## src/rtl/pic_pkg.sv

```systemverilog
// Shared types and constants for the interrupt acknowledge sequencer.
// Holds the FSM encoding, the EOI command codes and the spurious id.
package pic_pkg;

    typedef enum logic [1:0] {
        IDLE = 2'd0,
        PEND = 2'd1,
        ACK1 = 2'd2,
        ACK2 = 2'd3
    } state_t;

    localparam logic [1:0] EOI_NS  = 2'b00;
    localparam logic [1:0] EOI_SP  = 2'b01;
    localparam logic [1:0] EOI_RNS = 2'b10;
    localparam logic [1:0] EOI_RSP = 2'b11;

    localparam logic [2:0] SPURIOUS_ID = 3'd7;

    function automatic logic [7:0] onehot8(input logic [2:0] i);
        return 8'd1 << i;
    endfunction

endpackage

```

## src/rtl/inta_sequencer_if.sv

```systemverilog
// Signal bundle between the resolver/CPU side and the acknowledge core.
// slave is the sequencer's view; master is the driving environment's view.
interface inta_sequencer_if #(parameter int VEC_W = 5);
    logic             INTFLAG;
    logic [2:0]       PriorityID;
    logic             INTA_n;
    logic             AEOI;
    logic [VEC_W-1:0] Vector_base;
    logic             EOI_cmd;
    logic [1:0]       EOI_type;
    logic [2:0]       EOI_level;
    logic             INT;
    logic [7:0]       IS_status;
    logic [2:0]       last_serviced;
    logic [7:0]       IRQ_clear;
    logic [7:0]       Data_out;
    logic             Data_en;

    modport master (
        output INTFLAG, PriorityID, INTA_n, AEOI, Vector_base,
        output EOI_cmd, EOI_type, EOI_level,
        input  INT, IS_status, last_serviced, IRQ_clear, Data_out, Data_en
    );

    modport slave (
        input  INTFLAG, PriorityID, INTA_n, AEOI, Vector_base,
        input  EOI_cmd, EOI_type, EOI_level,
        output INT, IS_status, last_serviced, IRQ_clear, Data_out, Data_en
    );
endinterface

```

## src/rtl/inta_sequencer_core.sv

```systemverilog
// INTA handshake FSM, in-service register and EOI handling.
// All outputs are registered onto the slave side of the bundle.
module inta_sequencer_core
    import pic_pkg::*;
(
    input logic               clk,
    input logic               reset,
    inta_sequencer_if.slave   bus
);
    state_t     state, state_nxt;
    logic       inta_prev;
    logic       fall, rise;
    logic [2:0] id_q, id_nxt;
    logic       spur_q, spur_nxt;
    logic [7:0] set_mask, aeoi_mask, eoi_mask;
    logic       rot_load;
    logic [2:0] rot_level;
    logic [2:0] top_id;
    logic       top_valid;

    assign fall = inta_prev & ~bus.INTA_n;
    assign rise = ~inta_prev & bus.INTA_n;

    is_priority_finder u_finder (
        .vec   (bus.IS_status),
        .base  (bus.last_serviced),
        .id    (top_id),
        .valid (top_valid)
    );

    always_ff @(posedge clk) begin
        if (reset) state <= IDLE;
        else       state <= state_nxt;
    end

    always_comb begin
        state_nxt = state;
        id_nxt    = id_q;
        spur_nxt  = spur_q;
        set_mask  = '0;
        aeoi_mask = '0;
        unique case (state)
            IDLE: if (bus.INTFLAG) state_nxt = PEND;
            PEND: begin
                if (fall) begin
                    state_nxt = ACK1;
                    spur_nxt  = ~bus.INTFLAG;
                    id_nxt    = bus.INTFLAG ? bus.PriorityID : SPURIOUS_ID;
                    if (bus.INTFLAG) set_mask = onehot8(bus.PriorityID);
                end else if (!bus.INTFLAG) begin
                    state_nxt = IDLE;
                end
            end
            ACK1: if (fall) state_nxt = ACK2;
            ACK2: begin
                if (rise) begin
                    state_nxt = IDLE;
                    if (bus.AEOI && !spur_q) aeoi_mask = onehot8(id_q);
                end
            end
            default: state_nxt = IDLE;
        endcase
    end

    always_comb begin
        eoi_mask  = '0;
        rot_load  = 1'b0;
        rot_level = bus.last_serviced;
        if (bus.EOI_cmd) begin
            unique case (bus.EOI_type)
                EOI_NS, EOI_RNS: begin
                    if (top_valid) begin
                        eoi_mask  = onehot8(top_id);
                        rot_level = top_id;
                        rot_load  = (bus.EOI_type == EOI_RNS);
                    end
                end
                default: begin
                    eoi_mask  = onehot8(bus.EOI_level);
                    rot_level = bus.EOI_level;
                    rot_load  = (bus.EOI_type == EOI_RSP);
                end
            endcase
        end
    end

    // EOI/AEOI clears act on the old IS value; an INTA set is applied last.
    always_ff @(posedge clk) begin
        if (reset) begin
            inta_prev         <= 1'b1;
            id_q              <= '0;
            spur_q            <= 1'b0;
            bus.INT           <= 1'b0;
            bus.IS_status     <= '0;
            bus.last_serviced <= 3'd7;
            bus.IRQ_clear     <= '0;
            bus.Data_out      <= '0;
            bus.Data_en       <= 1'b0;
        end else begin
            inta_prev     <= bus.INTA_n;
            id_q          <= id_nxt;
            spur_q        <= spur_nxt;
            bus.INT       <= (state_nxt == PEND);
            bus.IS_status <= (bus.IS_status & ~eoi_mask & ~aeoi_mask)
                             | set_mask;
            if (rot_load) bus.last_serviced <= rot_level;
            bus.IRQ_clear <= set_mask;
            bus.Data_en   <= (state_nxt == ACK2);
            bus.Data_out  <= (state_nxt == ACK2)
                             ? 8'({bus.Vector_base, id_nxt}) : 8'h00;
        end
    end
endmodule

```

## src/rtl/is_priority_finder.sv

```systemverilog
// Finds the first set bit of vec scanning base+1, base+2, ... modulo 8.
// Used to pick the in-service level a non-specific EOI clears.
module is_priority_finder (
    input  logic [7:0] vec,
    input  logic [2:0] base,
    output logic [2:0] id,
    output logic       valid
);
    always_comb begin
        logic [2:0] idx;
        id    = '0;
        valid = 1'b0;
        idx   = '0;
        // Scan lowest priority first so the highest-priority hit wins.
        for (int k = 8; k >= 1; k--) begin
            idx = base + 3'(k);
            if (vec[idx]) begin
                id    = idx;
                valid = 1'b1;
            end
        end
    end
endmodule

```

## src/rtl/inta_sequencer.sv

```systemverilog
// Top level: flat pin-level ports mapped onto the sequencer bundle.
// The acknowledge logic itself lives in inta_sequencer_core.
module inta_sequencer #(
    parameter int VEC_W = 5
) (
    input  logic             clk,
    input  logic             reset,
    input  logic             INTFLAG,
    input  logic [2:0]       PriorityID,
    input  logic             INTA_n,
    input  logic             AEOI,
    input  logic [VEC_W-1:0] Vector_base,
    input  logic             EOI_cmd,
    input  logic [1:0]       EOI_type,
    input  logic [2:0]       EOI_level,
    output logic             INT,
    output logic [7:0]       IS_status,
    output logic [2:0]       last_serviced,
    output logic [7:0]       IRQ_clear,
    output logic [7:0]       Data_out,
    output logic             Data_en
);
    inta_sequencer_if #(.VEC_W(VEC_W)) bus ();

    assign bus.INTFLAG     = INTFLAG;
    assign bus.PriorityID  = PriorityID;
    assign bus.INTA_n      = INTA_n;
    assign bus.AEOI        = AEOI;
    assign bus.Vector_base = Vector_base;
    assign bus.EOI_cmd     = EOI_cmd;
    assign bus.EOI_type    = EOI_type;
    assign bus.EOI_level   = EOI_level;

    assign INT           = bus.INT;
    assign IS_status     = bus.IS_status;
    assign last_serviced = bus.last_serviced;
    assign IRQ_clear     = bus.IRQ_clear;
    assign Data_out      = bus.Data_out;
    assign Data_en       = bus.Data_en;

    inta_sequencer_core u_core (
        .clk   (clk),
        .reset (reset),
        .bus   (bus.slave)
    );
endmodule

```

## config.mk

```make
export PLATFORM = sky130hd
export DESIGN_NAME = inta_sequencer
export DESIGN_NICKNAME = d
export VERILOG_FILES = /design/src/rtl/pic_pkg.sv /design/src/rtl/inta_sequencer_if.sv /design/src/rtl/inta_sequencer_core.sv /design/src/rtl/is_priority_finder.sv /design/src/rtl/inta_sequencer.sv
export SDC_FILE = /design/constraint.sdc
export NUM_CORES = 1
export LEC_CHECK = 0
export CAP_MARGIN = 15
export CELL_PAD_IN_SITES_DETAIL_PLACEMENT = 0
export CELL_PAD_IN_SITES_GLOBAL_PLACEMENT = 1
export CORE_UTILIZATION = 35
export DETAILED_ROUTE_END_ITERATION = 7
export GPL_TIMING_DRIVEN = 0
export PLACE_DENSITY_LB_ADDON = 0.1
export SLEW_MARGIN = 10
export SYNTH_ARGS = -nofsm -noshare
export SYNTH_HDL_FRONTEND = slang
export SYNTH_SLANG_ARGS = --single-unit
```

## constraint.sdc

```tcl
create_clock -name clk -period 3.2 [get_ports clk]
set_input_delay 0.48 -clock clk [delete_from_list [all_inputs] [get_ports clk]]
set_output_delay 0.48 -clock clk [all_outputs]
set_load 0.02 [all_outputs]
```

==> results.md, run 1 <==
- The count of antenna diodes in the layout is 0.
- The multi-input combinational cells in the finished layout cover a total of 1630 µm².
- The die span in x is 84.9 µm.
- In this run the core area contains 29 standard-cell rows.
- Data on the critical path is required at its endpoint by 3.39 ns.
- Of the total synthesized cell area, the portion taken by XOR and XNOR cells is 0.0140.
- The clock latency on the worst-skew pair is 0.28 ns.
- The clock net in this run drives a total of 36 sinks.
- The worst hold path terminates at u_core.spur_q$_SDFFE_PP0P_.
- The largest clock skew in the final design is 0.00342 ns.
- The number of placed instances with taps included is 386.
- The sort of element at the start of the critical path is a flop.
- In this run the worst path has a maximum fanout of 10.
- The register area share after synthesis is 0.300.
- The worst reg-to-reg path cell count is 12.
- The total power density per cell area is 329 nW/µm².
- The number of routed nets with antenna violations is 0.
- The CTS H-tree depth is 2.
- After detailed routing, the average wire length per cell comes to 17.0 µm.
- For this run, the post-layout net count is 354.
- In the synthesized netlist the dominant register cell turns out to be dfxtp_1.
- The flop-to-flop setup slack is 0.16 ns.
- At the pin with the least slew margin, the transition time is 0.638 ns.
- The total via count in the routed design is 2344.
- The initial antenna violation count was 0.
- The area of the placeable core is 6490 µm².
- The first global-routing pass estimated 11.3 mm of wire.
- The commonest non-fill, non-tap cell in the layout is clkdlybuf4s50_1.
- The final HPWL from detailed placement is 5.10 mm.
- The number of slew-limit violations in the final report is 0.
- Along the worst hold path, the cell count comes to 2.
- Buffers inserted to repair hold after CTS numbered 0.
- TritonCTS created 5 clock buffers.
- Summed over all nets, wire length on met2 after detailed routing comes to 3.54 mm.
- The non-filler instance count after layout is 411.
- After detailed routing, the total wire length is 6.97 mm.
- The number of max-capacitance violations reported is 0.
- The fraction of the mapped netlist area in simple logic gates is 0.242.
- After synthesis the cells add up to 2400 µm².
- The via count of the first global-routing pass is 2227.
- The maximum number of pins on one net before global-route repair is 12.
- The number of nets handed over by synthesis was 284.
- Of the total synthesized cell area, the portion taken by full adders, half adders and majority gates is 0.0146.
- The final hold violation count is 0.
- Measured against its own limit, the worst slew margin works out to 0.575.
- The initial core utilization is 0.370.
- The global routing usage summed across all routing layers is 0.200.
- The full die area is 7210 µm².
- In the routed design, unresolved DRC markers number 2.
- After global routing the overflow that remains totals 0.
- The compound-cell area share of the yosys netlist is 0.199.
- The number of ports placed on the die boundary is 48.
- The longest clock path from root to sink contains 2 buffers.
- The post-synthesis mux area share is 0.188.
- In the layout the commonest cells are clkdlybuf4s50_1, dfxtp_1, nand2_1.
- Across the VDD grid, the largest voltage drop is 0.350 mV.
- The critical path data arrival time is 3.22 ns.
- The average vias per placed instance is 5.70.
- The number of port buffers is 46.
- The first detailed-routing pass took 6 iterations.
- In the synthesized netlist the async set-or-reset flop fraction comes to 0.
- In the final layout, the share of cells above drive strength 1 is 0.201.
- The leakage dissipation is 1.22 nW.
- For this block, wires on met1 add up to 3.06 mm.
- The flow ran to the end, but the final reports show violations.
- In this run, synthesis inferred 0 flip-flops with an integrated enable.
- Counting flops and latches in the post-synthesis netlist gives 36.
- The worst setup path is of the flop to flop kind.
- The clock root buffer master is clkbuf_8.
- The combined flip-flop and latch cell area is 728 µm².
- The congestion estimate from routability-driven global placement came to 0.840.
- The synthesized area per cell is 9.14 µm².
- The overall power after layout is 1.08 mW.
- The worst register-to-register path ends at u_core.bus.IS_status[3]$_SDFF_PP0_.
- The Yosys warning count is 0.
- Timing would allow up to 329 MHz.
- The worst register-to-register path begins at u_core.bus.last_serviced[1]$_SDFFE_PP1P_.
- The endpoint class of the critical path is a flop.
- The final setup violation count is 0.
- The worst hold path begins at u_core.spur_q$_SDFFE_PP0P_.
- After synthesis, the largest family of logic cells by area is simple AND/OR/NAND/NOR gates.
- The post-layout minimum cycle time is 3.04 ns.
- The min-delay analysis places its worst path in the category flop to flop.
- The fill cell total of the finished layout is 626.
- The die is 84.9 µm tall.
- The relative area change from synthesis to final layout is 36.0%.
- The checks that failed: DRC.
- The detailed route wirelength on metal3 is 297 µm.
- The violation count after the first detailed-route iteration is 85.
- Of the available clock period, the critical path in the final layout requires 0.949.
- Routed signal wires occupy layers up through met4.
- The cell count after synthesis came out at 263.
- After synthesis, the netlist uses 61 different library cells.
- After clock tree synthesis, the clock-pin slew on the worst setup and hold paths is 0.07 ns.
- The TritonCTS clock tree is yes.
==> cell usage after synthesis (2+ instances only) <==
library cell	count	share of area
a311o_1	2	0.0083
dfxtp_1	36	0.30
a22oi_1	3	0.0094
nor3_1	8	0.017
mux4_2	12	0.11
inv_1	8	0.012
a21oi_1	8	0.017
o22ai_1	4	0.010
ha_1	2	0.010
nand3_1	14	0.029
nand2b_1	6	0.016
o21ai_1	3	0.0062
a211oi_1	2	0.0062
mux2_2	3	0.014
o211ai_1	4	0.012
nor4_1	6	0.016
nand3b_1	8	0.025
nor2_1	19	0.030
clkbuf_1	5	0.0078
nor3b_1	3	0.0094
buf_2	3	0.0062
nor2b_1	3	0.0078
a21o_1	5	0.016
a31oi_1	3	0.0078
o221ai_1	4	0.015
mux2i_1	10	0.042
or2_2	2	0.0052
nand4_1	2	0.0052
o31ai_1	2	0.0062
o21ai_0	7	0.015
or3_1	2	0.0052
nand2_1	27	0.042
and2_1	8	0.021
o31a_1	2	0.0073
==> through the flow <==
step,setup TNS (ns),hold WS [ns],setup slack [ns],util,cell area (µm²)
after floorplan,0,0.529,0.0192,-,2410
after global placement,-0.428,0.549,-0.244,0.457,2970
after detailed placement,-0.722,0.559,-0.287,0.457,2970
after CTS,0,0.580,0.00876,0.487,3160
after global routing,-0.00110,0.631,-0.00110,0.503,3270
final,0,0.578,0.162,0.503,3270
==> registers in the layout, summed over array words and instances, names as in the netlist <==
name,cells
u_core.bus.Data_out,8
u_core.bus.IRQ_clear,8
u_core.bus.IS_status,8
u_core.bus.last_serviced,3
u_core.id_q,3
u_core.state,2
u_core.bus.Data_en,1
u_core.bus.INT,1
u_core.inta_prev,1
u_core.spur_q,1
==> area by class of cell <==
type / instances / area share
Inverter: 9 / 0.0126
Timing Repair Buffer: 64 / 0.182
Multi-Input combinational cell: 207 / 0.498
Tap cell: 77 / 0.0295
Sequential cell: 36 / 0.223
Clock inverter: 2 / 0.0107
Buffer: 10 / 0.0226
Clock buffer: 6 / 0.0222
==> critical path, stage by stage, from the launching register on <==
cell and delay, ns:
dfxtp_4 0.37, buf_8 0.14, clkinvlp_4 0.11, ha_4 0.32
buf_6 0.16, mux2i_2 0.24, mux2i_1 0.13, o221ai_2 0.28
mux2i_1 0.25, a311o_1 0.24, nand3_4 0.14, or3b_1 0.40
a21o_1 0.18
==> worst max path at each step <==
stage                                                   from                                  to
global route        u_core.bus.last_serviced[1]$_SDFFE_PP1P_  u_core.bus.IS_status[4]$_SDFF_PP0_
detailed placement  u_core.bus.last_serviced[0]$_SDFFE_PP1P_  u_core.bus.IS_status[3]$_SDFF_PP0_
CTS                 u_core.bus.last_serviced[0]$_SDFFE_PP1P_  u_core.bus.IS_status[3]$_SDFF_PP0_
global placement    u_core.bus.last_serviced[0]$_SDFFE_PP1P_  u_core.bus.IS_status[3]$_SDFF_PP0_
finish              u_core.bus.last_serviced[1]$_SDFFE_PP1P_  u_core.bus.IS_status[3]$_SDFF_PP0_
floorplan           u_core.bus.last_serviced[0]$_SDFFE_PP1P_  u_core.bus.IS_status[3]$_SDFF_PP0_
==> routing by layer <==
layer	track usage	vias up
met2	0.353	63
met1	0.254	1134
met3	0.0292	5
li1	-	1142
met4	0.0616	0
met5	0	-
==> where the power goes <==
part / switching (mW) / internal [mW]
logic: 0.112 / 0.109
registers: 0.0108 / 0.457
clock network: 0.157 / 0.231
total: 0.279 / 0.797
==> cell families (layout without fill, tap and decap cells) <==
kind of cell | after synthesis | count (layout)
AOI/OAI and AO/OA | 62 | 62
xor gates and xnor gates | 3 | 3
DFF | 36 | 36
muxes | 28 | 28
and+or+nand+nor | 111 | 111
adders and majority gates | 3 | 3
buffers and inverters | 20 | 91
==> repair_timing <==
action | 4_1_cts | 5_1_grt
setup buffers | 7 | 11
resized for setup | 7 | 12
endpoints found under the setup margin | 10 | 10
pin swaps | 4 | 3
(Power assumes the default switching activity.)
==> run 2, diff against run 1 <==
--- a/config.mk
+++ b/config.mk
@@ -11,7 +11,7 @@
 export CORE_UTILIZATION = 35
 export DETAILED_ROUTE_END_ITERATION = 7
 export GPL_TIMING_DRIVEN = 0
-export PLACE_DENSITY_LB_ADDON = 0.1
+export PLACE_DENSITY = 0.81
 export SLEW_MARGIN = 10
 export SYNTH_ARGS = -nofsm -noshare
 export SYNTH_HDL_FRONTEND = slang
==> run 2 against run 1 <==
Compared with the run above: count of clock-buffer cells in the layout increased by 1; largest power group unchanged; flip-flop and latch count unchanged; via count increased by 0.26%; die area unchanged; clock power decreased by 20%; global-route usage decreased by 0.062 points; sequential power about the same; register-to-register slack got worse by 0.12 ns; highest routed layer unchanged; critical path depth increased by 1; design area decreased by 2.0%; hold slack got worse by 0.0073 ns; final cell count decreased by 1.5%; the flow still finishes with violations (DRC).
==> results.md, run 2 (same netlist as run 1, synthesis figures left out) <==
- The global routing usage summed across all routing layers came to 0.200 (-0.000623).
- The final hold violation count is 0 (unchanged).
- The clock latency on the worst-skew pair is 0.29 ns (about the same).
- The violation count after the first detailed-route iteration is 123 (+45%).
- The worst-case setup slack after placement is -0.272 ns (+0.0146 ns).
- The initial core utilization came to 0.370 (unchanged).
- In the layout the commonest cells are clkdlybuf4s50_1, dfxtp_1, nand2_1.
- The final HPWL from detailed placement is 4.97 mm (-2.4%).
- The highest attainable clock frequency was 316 MHz (-3.9%).
- The capturing point of the worst reg2reg path is u_core.bus.IS_status[3]$_SDFF_PP0_.
- The endpoint class of the critical path is a flop.
- The number of port buffers was 46 (unchanged).
- The ratio of cells with drive above 1 in the final layout came to 0.177 (-0.0238).
- The total wirelength of the detailed-routed design was 6.90 mm (-1.0%).
- The critical path class is flop to flop.
- The quantity of hold-fixing buffers added after cts was 0 (unchanged).
- The maximum number of pins on one net before global-route repair is 12 (unchanged).
- The cell area after placement is 2970 µm² (unchanged).
- The launch point of the worst reg-to-reg path is u_core.bus.last_serviced[0]$_SDFFE_PP1P_.
- The post-layout minimum cycle time is 3.16 ns (+0.123 ns).
- The commonest non-fill, non-tap cell in the layout is clkdlybuf4s50_1.
- The normalized max-slew margin is 0.597 (+0.0221).
- The leakage dissipation is 1.19 nW (-2.6%).
- The number of max-capacitance violations reported came to 0 (unchanged).
- The vertical die dimension came to 84.9 µm (unchanged).
- The initial antenna violation count is 0 (unchanged).
- The maximum VDD drop is 0.269 mV (-23%).
- The multi-input logic area came to 1640 µm² (+0.69%).
- The final weighted congestion of routability-driven global placement is 0.850 (+1.2%).
- The checks that failed: DRC.
- The cell area after layout is 3200 µm² (-2.0%).
- The number of ports placed on the die boundary is 48 (unchanged).
- The core utilization of the finished layout was 0.493 (-0.0102).
- The clock-pin slew reported for the worst setup and hold paths after clock tree synthesis is 0.07 ns (about the same).
- The post-route DRC violation count is 1 (-1).
- The total power density per cell area is 311 nW/µm² (-5.5%).
- The layer flagged by global routing as most heavily used is met2.
- The wire length of the first global-routing pass came to 11.5 mm (+1.9%).
- The class of the tightest hold or removal check is flop to flop.
- The worst-path maximum fanout is 10 (unchanged).
- The flow ran to the end, but the final reports show violations.
- The number of instances on the worst hold path is 2 (unchanged).
- The count of antenna diodes in the layout was 0 (unchanged).
- The die span in x is 84.9 µm (unchanged).
- The number of clock sinks is 36 (unchanged).
- The average vias per placed instance is 5.80 (+1.7%).
- The largest registers in the layout are u_core.bus.Data_out: 8 flops, u_core.bus.IRQ_clear: 8 flops, u_core.bus.IS_status: 8 flops.
- The global routing usage on met2 is 0.341 (-0.0126).
- The total via count in the routed design was 2350 (+0.26%).
- Compared with the post-synthesis result, the final layout area differs by 33.2%.
- The largest clock skew in the final design was 0.00425 ns (+0.000834 ns).
- The worst reg-to-reg path cell count came to 13 (+1).
- The sort of element at the start of the critical path is a flop.
- The full die area is 7210 µm² (unchanged).
- The area of the placeable core is 6490 µm² (unchanged).
- The via count of the first global-routing pass came to 2365 (+6.2%).
- The final net count was 348 (-1.7%).
- The fill cell total of the finished layout is 631 (+0.80%).
- The critical path data arrival time was 3.35 ns (+0.13 ns).
- The number of rows in the core area was 29 (unchanged).
- The combined flip-flop and latch cell area is 722 µm² (-0.86%).
- The met3 track utilization from global routing came to 0.0418 (+0.0126).
- The clock tree buffer depth came to 2 (unchanged).
- In this run the most critical hold path is launched from u_core.spur_q$_SDFFE_PP0P_.
- The TritonCTS clock tree is yes.
- The period utilization is 0.988 (+0.0386).
- The number of routed nets with antenna violations is 0 (unchanged).
- The transition time of the tightest slew-check pin came to 0.605 ns (-0.0332 ns).
- The CTS H-tree depth is 2 (unchanged).
- The total global routing overflow is 0 (unchanged).
- The required time of the worst setup path came to 3.39 ns (about the same).
- The flop-to-flop setup slack came to 0.04 ns (-0.12 ns).
- The least setup slack across all paths after layout is 0.0388 ns (-0.123 ns).
- The worst hold path endpoint is u_core.spur_q$_SDFFE_PP0P_.
- The final setup violation count is 0 (unchanged).
- The clock root buffer master is clkbuf_8.
- The number of slew-limit violations in the final report is 0 (unchanged).
- The global routing met1 resource utilization was 0.251 (-0.00243).
- Setup repair after global routing could not meet its margin everywhere.
- The number of detailed-route iterations in the first pass is 6 (unchanged).
- The clock buffer count from CTS came to 5 (unchanged).
- The average wire length per cell after detail routing is 17.0 µm (+0.45%).
-- run 2: area by class of cell --
cell class,count,area share
Multi-Input combinational cell,207,0.511
Inverter,9,0.0117
Sequential cell,36,0.225
Buffer,11,0.0254
Tap cell,77,0.0301
Clock buffer,7,0.0238
Clock inverter,1,0.00273
Timing Repair Buffer,57,0.170
-- run 2: worst max-delay path: stages (launching register included) --
cell and delay, ns:
dfxtp_2 0.35, buf_6 0.13, buf_12 0.14, clkinvlp_4 0.10, ha_4 0.25, mux4_2 0.39, buf_4 0.14, a22oi_1 0.07
mux2i_1 0.26, buf_4 0.15, a21oi_1 0.05, a2111oi_4 0.44, or3b_1 0.39, a21o_1 0.18
-- run 2: repair_timing --
action | CTS | global route
gates resized for setup | 8 | 6
setup endpoints to repair | 10 | 7
endpoints found under the hold margin | 0 | 0
pin swaps | 4 | 2
setup buffers | 6 | 5
-- run 2: report_power, final --
group | internal, mW | switching (mW)
combinational | 0.104 | 0.112
sequential | 0.458 | 0.0110
clock | 0.155 | 0.157
total | 0.717 | 0.280
-- run 2: worst max-delay path by stage --
stage                                             start                                  to  depth (start not counted)
2_1_floorplan  u_core.bus.last_serviced[0]$_SDFFE_PP1P_  u_core.bus.IS_status[3]$_SDFF_PP0_                         12
3_3_place_gp   u_core.bus.last_serviced[0]$_SDFFE_PP1P_  u_core.bus.IS_status[3]$_SDFF_PP0_                         13
3_5_place_dp   u_core.bus.last_serviced[0]$_SDFFE_PP1P_  u_core.bus.IS_status[3]$_SDFF_PP0_                         13
4_1_cts        u_core.bus.last_serviced[0]$_SDFFE_PP1P_  u_core.bus.IS_status[3]$_SDFF_PP0_                         12
5_1_grt        u_core.bus.last_serviced[0]$_SDFFE_PP1P_  u_core.bus.IS_status[3]$_SDFF_PP0_                         13
6_report       u_core.bus.last_serviced[0]$_SDFFE_PP1P_  u_core.bus.IS_status[3]$_SDFF_PP0_                         13
-- run 2: layer usage --
metal	vias to the layer above	routed length, µm
met5	-	0
met4	0	121
met3	13	447
met2	89	3410
met1	1116	2930
li1	1132	-
-- run 2: per-stage QoR --
step	instances	hold WS (ns)	setup TNS [ns]	power, mW
6_report	405	0.571	0	0.997
5_1_grt	405	0.602	-0.117	1.05
4_1_cts	400	0.570	0	0.997
3_5_place_dp	386	0.549	-0.501	0.673
3_3_place_gp	386	0.549	-0.309	0.670
2_1_floorplan	263	0.529	0	0.605
